--- src/rtl/dmni_br_svc_rx_pkg.sv ---
// DMNI shared types for the BrLite service receive path.
// Holds the service message layout, the MMR map and the FIFO default depth.
package DMNIPkg;

  localparam int BRLITE_SVC_BUFFER_SIZE = 8;

  typedef struct packed {
    logic [31:0] payload;
    logic [15:0] seq_source;
    logic [15:0] producer;
    logic [7:0]  ksvc;
  } brlite_svc_t;

  typedef enum logic [4:0] {
    DMNI_STATUS          = 5'h00,
    DMNI_BR_START        = 5'h10,
    DMNI_BR_SVC_KSVC     = 5'h11,
    DMNI_BR_SVC_PRODUCER = 5'h12,
    DMNI_BR_SVC_PAYLOAD  = 5'h13,
    DMNI_BR_SVC_POP      = 5'h14,
    DMNI_PENDING_SVC     = 5'h15,
    DMNI_BR_MON_CLEAR    = 5'h16
  } dmni_mmr_t;

endpackage

--- src/rtl/brlite_svc_fifo.sv ---
// Synchronous FIFO of BrLite service messages.
// Head entry is exposed combinationally; push when full / pop when empty are ignored.
module brlite_svc_fifo
  import DMNIPkg::*;
#(
  parameter int DEPTH = BRLITE_SVC_BUFFER_SIZE,
  localparam int AW = $clog2(DEPTH),
  localparam int CW = AW + 1
) (
  input  logic          clk,
  input  logic          rst_n,
  input  logic          push,
  input  logic          pop,
  input  brlite_svc_t   din,
  output brlite_svc_t   head,
  output logic          full,
  output logic          empty,
  output logic [CW-1:0] count
);

  brlite_svc_t   mem [DEPTH];
  logic [AW-1:0] wr_ptr;
  logic [AW-1:0] rd_ptr;
  logic          do_push;
  logic          do_pop;

  assign full    = (count == CW'(DEPTH));
  assign empty   = (count == '0);
  assign do_push = push && !full;
  assign do_pop  = pop && !empty;
  assign head    = mem[rd_ptr];

  // Storage array; contents need no reset since count gates visibility.
  always_ff @(posedge clk) begin
    if (do_push) mem[wr_ptr] <= din;
  end

  // Pointer and occupancy bookkeeping; pointers wrap on their own width.
  always_ff @(posedge clk or negedge rst_n) begin
    if (!rst_n) begin
      wr_ptr <= '0;
      rd_ptr <= '0;
      count  <= '0;
    end else begin
      if (do_push) wr_ptr <= wr_ptr + AW'(1);
      if (do_pop)  rd_ptr <= rd_ptr + AW'(1);
      case ({do_push, do_pop})
        2'b10:   count <= count + CW'(1);
        2'b01:   count <= count - CW'(1);
        default: count <= count;
      endcase
    end
  end

endmodule

--- src/rtl/dmni_br_svc_rx.sv ---
// BrLite service receive path: router handshake, FIFO, MMR reads and pop.
// Define DMNI_BR_SVC_DROP_EN to ack-and-drop when full with a drop counter.
module dmni_br_svc_rx
  import DMNIPkg::*;
#(
  parameter int BUFFER_SIZE = BRLITE_SVC_BUFFER_SIZE
) (
  input  logic                         clk_i,
  input  logic                         rst_ni,
  input  logic                         req_i,
  output logic                         ack_o,
  input  brlite_svc_t                  data_i,
  input  logic                         cfg_en_i,
  input  logic                         cfg_we_i,
  input  dmni_mmr_t                    cfg_addr_i,
  input  logic [31:0]                  cfg_data_i,
  output logic [31:0]                  cfg_data_o,
`ifdef DMNI_BR_SVC_DROP_EN
  output logic                         drop_o,
`endif
  output logic                         pending_o,
  output logic [$clog2(BUFFER_SIZE):0] count_o
);

  brlite_svc_t head;
  logic        full;
  logic        empty;
  logic        push;
  logic        pop;
  logic        rd;
  logic [31:0] rd_val;
  logic        unused;

  assign pop = cfg_en_i && cfg_we_i && (cfg_addr_i == DMNI_BR_SVC_POP);
  assign rd  = cfg_en_i && !cfg_we_i;

  // POP writes carry no data; seq_source is not exposed through MMRs.
  assign unused = ^{cfg_data_i, head.seq_source};

`ifdef DMNI_BR_SVC_DROP_EN
  logic        drop;
  logic        clr;
  logic [15:0] drop_cnt;

  assign ack_o = req_i;
  assign push  = req_i && !full;
  assign drop  = req_i && full;
  assign clr   = cfg_en_i && cfg_we_i && (cfg_addr_i == DMNI_BR_MON_CLEAR);

  // Saturating drop monitor; a clear write wins over a same-cycle drop.
  always_ff @(posedge clk_i or negedge rst_ni) begin
    if (!rst_ni) begin
      drop_cnt <= '0;
      drop_o   <= 1'b0;
    end else begin
      drop_o <= drop;
      if (clr)
        drop_cnt <= '0;
      else if (drop && drop_cnt != 16'hFFFF)
        drop_cnt <= drop_cnt + 16'd1;
    end
  end
`else
  assign ack_o = req_i && !full;
  assign push  = ack_o;
`endif

  brlite_svc_fifo #(
    .DEPTH (BUFFER_SIZE)
  ) u_fifo (
    .clk   (clk_i),
    .rst_n (rst_ni),
    .push  (push),
    .pop   (pop),
    .din   (data_i),
    .head  (head),
    .full  (full),
    .empty (empty),
    .count (count_o)
  );

  assign pending_o = !empty;

  // MMR read mux; head fields read as zero while the FIFO is empty.
  always_comb begin
    rd_val = '0;
    case (cfg_addr_i)
      DMNI_BR_SVC_KSVC:
        if (!empty) rd_val = {24'd0, head.ksvc};
      DMNI_BR_SVC_PRODUCER:
        if (!empty) rd_val = {16'd0, head.producer};
      DMNI_BR_SVC_PAYLOAD:
        if (!empty) rd_val = head.payload;
      DMNI_PENDING_SVC:
        rd_val = 32'(count_o);
`ifdef DMNI_BR_SVC_DROP_EN
      DMNI_BR_MON_CLEAR:
        rd_val = {16'd0, drop_cnt};
`endif
      default:
        rd_val = '0;
    endcase
  end

  // Registered read data, held between read strobes.
  always_ff @(posedge clk_i or negedge rst_ni) begin
    if (!rst_ni)
      cfg_data_o <= '0;
    else if (rd)
      cfg_data_o <= rd_val;
  end

endmodule
--- config.mk ---
export PLATFORM = sky130hd
export DESIGN_NAME = dmni_br_svc_rx
export DESIGN_NICKNAME = d
export VERILOG_FILES = /design/src/rtl/dmni_br_svc_rx_pkg.sv /design/src/rtl/brlite_svc_fifo.sv /design/src/rtl/dmni_br_svc_rx.sv
export SDC_FILE = /design/constraint.sdc
export NUM_CORES = 1
export LEC_CHECK = 0
export BUFFER_PORTS_ARGS = -buffer_cell sky130_fd_sc_hd__clkbuf_2
export CORE_MARGIN = 2
export CORE_UTILIZATION = 55
export CTS_BUF_LIST = sky130_fd_sc_hd__clkbuf_4
export DETAILED_ROUTE_END_ITERATION = 8
export PLACE_DENSITY = 0.74
export SETUP_SLACK_MARGIN = 0.1
export SKIP_LAST_GASP = 1
export SYNTH_ARGS = -nofsm -noshare
export SYNTH_HDL_FRONTEND = slang
export SYNTH_SLANG_ARGS = --single-unit
--- constraint.sdc ---
create_clock -name clk_i -period 7.6 [get_ports clk_i]
set_input_delay 0 -clock clk_i [delete_from_list [all_inputs] [get_ports clk_i]]
set_output_delay 0 -clock clk_i [all_outputs]
set_load 0.03 [all_outputs]
Word-level counts from Yosys, hierarchy flattened:

Memories as Yosys holds them, arrays and structs flattened.
Cells that the tools add are included.

* flip-flop bits (word level): 42
* RAM bits: 576
* input port bits: 114
* output and inout bits: 38
* word-level logic and storage cells: 35
* memories kept: 1

* add/sub/neg operators: 4
* equal/unequal tests: 8
* mux-type cells: 7
* reductions and logical operators: 11

Memory list
* u_fifo.mem: depth 8, bits a word 72, rd ports 1, clocked after Yosys merged registers in 0, write ports 1, line brlite_svc_fifo.sv:21 `brlite_svc_t mem [DEPTH];`

Operators with widths (number)
* 32-bit one-hot mux with 4 select lines: 1
* 32-bit two-way mux: 1
* 5-bit equality test (second input constant): 5
* 16-bit two-way mux: 1
* 8-bit two-way mux: 1
* 4-bit one-hot mux with 2 select lines: 1
* 3-bit by 1-bit adder with 3-bit output (second input constant): 2
* 1-bit logical AND: 6
* 4-bit by 1-bit adder with 4-bit output (second input constant): 1
* 4-bit equality test (second input constant): 1
* 4-bit zero test: 1
* 4-bit by 1-bit subtractor with 4-bit output (second input constant): 1
* 1-bit zero test: 3
* 2-bit by 1-bit equality test with 1-bit output (second input constant): 1
* 2-bit equality test (second input constant): 1
* 1-bit two-way mux: 2
* 2-bit nonzero test: 1

Longest topological paths before layout:

* word-level depth: 6
* mapped depth: 10
* gate-level depth less buffers: 10

Modules after synthesis:

From an unflattened synthesis, not the netlist that was laid out.

* cell total of the unflattened synthesis: 1065
* area total of the unflattened synthesis: 24038.1 um^2

By module, submodules not included
* brlite_svc_fifo: instances 1, cells an instance 899, area an instance 22435.3 um^2, sequential area each 17546.8 um^2
* dmni_br_svc_rx: instances 1, cells an instance 166, area an instance 1602.8 um^2, sequential area each 800.8 um^2

Worst setup path after synthesis:

OpenSTA, ideal clock, no wires.

* kind: register to register
* start point: reg u_fifo.count[0]
* end point: mem u_fifo.mem[0][0] in the netlist's numbering (enable)
* library setup time: 0.608 ns
* arrival: 6.261 ns
* required time: 6.992 ns
* path slack: 0.730 ns
* stages on the path, launching flop included: 5
* buffers on the path: 0
* period minus slack after synthesis: 6.870 ns
* path through: dfrtp_1 nor3_1 nand2_1 nand2_1 nor4_1

* word-level cells in the longest chain between the ends: 6

Ends and longest elaborated chain
* start, declared: line brlite_svc_fifo.sv:18 `output logic [CW-1:0] count`
* start signal, assigned: line brlite_svc_fifo.sv:48 `2'b10: count <= count + CW'(1);`
* start signal, assigned: line brlite_svc_fifo.sv:49 `2'b01: count <= count - CW'(1);`
* start signal, assigned: line brlite_svc_fifo.sv:50 `default: count <= count;`
* 4-bit equality test (*): line brlite_svc_fifo.sv:27 `assign full = (count == CW'(DEPTH));`
* 1-bit zero test (*): line brlite_svc_fifo.sv:29, dmni_br_svc_rx.sv:64
* 1-bit logical AND: line dmni_br_svc_rx.sv:64 `assign ack_o = req_i && !full;`
* 1-bit logical AND (*): line brlite_svc_fifo.sv:29 `assign do_push = push && !full;`
* 1-bit two-way mux (*): line brlite_svc_fifo.sv:35 `if (do_push) mem[wr_ptr] <= din;`
* 1-bit two-way mux (not written as such) (*): line brlite_svc_fifo.sv:35
* end, declared: line brlite_svc_fifo.sv:21

Every way passes the cells marked *; elsewhere a longest branch is shown, timed or not.

Final worst setup path:

* start point: reg u_fifo.rd_ptr[1]
* end point: reg cfg_data_o[3]

* word-level cells in the longest chain between the ends: 3
* elaborated cells between the ends (all ways): 5
* classes of those cells: mux: 4; memory: 1

Ends and longest elaborated chain
* start, declared: line brlite_svc_fifo.sv:23 `logic [AW-1:0] rd_ptr;`
* start signal, assigned: line brlite_svc_fifo.sv:46 `if (do_pop) rd_ptr <= rd_ptr + AW'(1);`
* memory read 8 x 72 bit (*)
* 32-bit two-way mux, or another cell as far along: line dmni_br_svc_rx.sv:93 `if (!empty) rd_val = head.payload;`
* 32-bit one-hot mux with 4 select lines (*): line dmni_br_svc_rx.sv:87 `case (cfg_addr_i)`
* end signal, assigned: line dmni_br_svc_rx.sv:110 `cfg_data_o <= rd_val;`
* end, declared: line dmni_br_svc_rx.sv:17 `output logic [31:0] cfg_data_o,`

Marked as above.
A chain may end at the register's enable or synchronous reset.

==> impl_metrics.yaml <==
routing:
  ant_nets: 0
  first_pass_iters: 7
  vias_per_cell: 5.67
  drt-initial-drc-count: 854
  remaining_drc_errors: 0
  vias: 9813
  wl_per_cell_um: 22.7
  drt_wl_total_um: 39300
power_and_ir_drop:
  pwr_density_cell_mw_per_mm2: 298
  total_power_mw: 6.67
  p_leak_nw: 7.88
  max-vdd-ir-drop_v: 0.000159
floorplan:
  ios: 152
  die_y_um: 189
  die_x_um: 189
  dieArea_mm2: 0.0356
  row_count: 67
  coreArea_mm2: 0.0335
  start_util_pct: 55.9
worst_setup_path:
  cp.arrival_ns: 4.39
  cp-startpoint: "u_fifo.rd_ptr[1]"
  path_cells: "buf_4 -> mux4_2 -> and3_1 -> a221oi_1 -> a41oi_1 -> dlygate4sd3_1"
  worst_setup_path_start_kind: "flip-flop"
  critPathCaptureType: "flip-flop"
  critPathMaxFanout: 65
  path_class: "flip-flop to flip-flop"
  required_ns: 8.26
  r2r_start: "u_fifo.rd_ptr[1]"
  cp_slowest_stage_delay_ns: 1.14
  crit_path_top_delay_cell: "dfrtp_4"
placed_design:
  port_buffers: 103
  routabilityCongestion: 0.758
  dpl.hpwl_um: 19800
  dp.cells: 1402
  place_area_mm2: 0.0198
clock_tree:
  cts_root_buf: "clkbuf_4"
  clock_latency_ns: 0.80
  cts_hold_buffers: 114
  cts_made_buffers: 115
  ctsLongestPathBuffers: 3
  clock_sinks: 490
  cts.clk_slew.worst_paths_ns: 0.07
  cts_resized: 0
  cts_tree: "done"
  post-cts-setup-buffers: 0
  htreeDepth: 3
timing:
  timing.final.crit_share_pct: 49.1
  grt_setup_unrepaired: "false"
  fmax_mhz: 268
  hold_viol: 0
  worst_pin_slew_ns: 1.09
  period_needed_ns: 3.73
  finalSetupTns_ns: 0
  drv_slew: 0
  slew_headroom_pct: 27.5
  setup_viol_count_final: 0
  skew_ns: 0.0433
layout:
  layout-drive-gt1-share_pct: 32.3
  final_area_mm2: 0.0224
  layout_common_cells: "edfxtp_1 (448), clkbuf_4 (169), dlygate4sd3_1 (114)"
  fin_util_pct: 66.7
  area_growth_pct: 19.3
  layoutNonFillerInstCount: 1732
  n_fill_cell: 2322
  mostFrequentLayoutCell: "edfxtp_1"
  final_nets: 1305
logic_synthesis:
  seq_area_frac_synth_pct: 77.4
  avgSynthCellArea_um2: 21.4
  synth-edff-count: 448
  synth-async-reset-ratio_pct: 8.57
  ys_ff_latch: 490
  synth_ff_type: "edfxtp_1"
  ys_top_cells_by_area: "edfxtp_1 (72%), mux4_2 (12%), dfrtp_1 (5.6%), mux2i_1 (3.6%), nand2_1 (0.78%)"
  synth_fp_nets: 995
  yosysTopAreaCellShare_pct: 71.8
  synthesis.area_mm2: 0.0187
  synthCells: 875
  ys_warn_count: 0
  synth_cell_types: 46
  synth_area_leader_cell: "edfxtp_1"
min_path:
  min_from: "data_i[65]"
  hp-class: "input port to flip-flop"
global_routing:
  grt_pass1_vias: 10400
  grtUsageTotal_pct: 22.7
  grt_pass1_wl_um: 59700
  antenna_found_initial: 3
  grt_max_degree: 66
  overflow: 0
flow_run:
  maxCapViolCount: 0
status:
  status: "complete, no violations"
-- flip-flops by register name (all words and copies together), names as in the netlist --
signal         flops
cfg_data_o        32
u_fifo.count       4
u_fifo.mem       448
u_fifo.rd_ptr      3
u_fifo.wr_ptr      3
-- synthesized netlist by cell type (2+ instances only) --
| cell type | count |
|---|---|
| edfxtp_1 | 448 |
| mux4_2 | 98 |
| mux2i_1 | 67 |
| dfrtp_1 | 42 |
| nand2_1 | 39 |
| a22oi_1 | 19 |
| buf_2 | 16 |
| o21ai_0 | 16 |
| nor2_1 | 13 |
| clkbuf_1 | 10 |
| o21ai_1 | 9 |
| a2bb2oi_1 | 8 |
| buf_4 | 7 |
| nand3_1 | 7 |
| buf_6 | 5 |
| ha_1 | 5 |
| inv_1 | 5 |
| nor3_1 | 5 |
| xnor2_1 | 5 |
| a21oi_1 | 4 |
| and3_1 | 4 |
| nand2b_1 | 4 |
| a221o_1 | 3 |
| nor4_2 | 3 |
| xor2_1 | 3 |
| a21boi_0 | 2 |
| a221oi_1 | 2 |
| a222oi_1 | 2 |
| a22o_1 | 2 |
| a32oi_1 | 2 |
| a41oi_1 | 2 |
| buf_1 | 2 |
| nor2b_1 | 2 |
| nor3_2 | 2 |
-- per-layer routing --
| metal | vias up | global-route usage [%] | wire length (µm) |
|---|---|---|---|
| met4 | 0 | 8.44 | 653 |
| met5 | - | 0 | 0 |
| met1 | 5061 | 30.2 | 16100 |
| met2 | 371 | 37.1 | 19900 |
| met3 | 46 | 5.14 | 2690 |
| li1 | 4335 | - | - |
-- cells by family (layout without fill, tap and decap cells) --
logic type | after synthesis | count (layout) | synth area share (%)
DFF | 490 | 490 | 77.4
AOI/OAI and AO/OA | 74 | 74 | 2.75
xor gates and xnor gates | 8 | 8 | 0.374
buffers and inverters | 46 | 452 | 1.37
and+or+nand+nor | 85 | 85 | 2.27
muxes | 166 | 166 | 15.4
adders and majority gates | 6 | 6 | 0.441
other | 0 | 3 | 0
-- where the power goes --
| part | switching [mW] | leakage (nW) | internal [mW] | total [mW] |
|---|---|---|---|---|
| registers | 0.195 | 4.63 | 3.34 | 3.54 |
| logic | 0.601 | 2.39 | 0.518 | 1.12 |
| clock network | 0.989 | 0.861 | 1.02 | 2.01 |
-- metrics by stage --
stage	hold WS [ns]	setup WS, ns
floorplan	-0.296	0.730
global placement	0.173	4.38
detailed placement	0.178	4.36
CTS	0.000368	3.88
global route	0.0183	3.69
finish	0.0459	3.87
-- path summary, 6_finish.rpt --
kind,endpoint,slack [ns],depth (start not counted)
max,cfg_data_o[3],3.87,6
min,u_fifo.mem[0][65],0.05,2
max reg2reg,cfg_data_o[3],3.87,6
min reg2reg,cfg_data_o[31],0.48,2
max in group asynchronous,u_fifo.rd_ptr[0],6.56,4
min in group asynchronous,cfg_data_o[19],0.45,4
-- final cells by class --
type	instances	area [µm²]	share of cell area (%)
diodes	3	7.51	0.0336
clock buffers	169	1270	5.68
clock inverters	44	171	0.767
inverters	6	22.5	0.101
multi-input cells	339	4030	18.0
flip-flops and latches	490	14500	64.9
well taps	448	561	2.51
repair buffers	233	1780	7.95
-- critical path: cells and delay by family (launching register included) --
kind                   cells  cell delay [ns]
buffers and inverters      2             1.41
flip-flops                 1             1.14
AO/OA/AOI/OAI              2             0.37
multiplexers               1             0.40
AND/OR/NAND/NOR            1             0.19
Power figures use the tool's default switching activity.
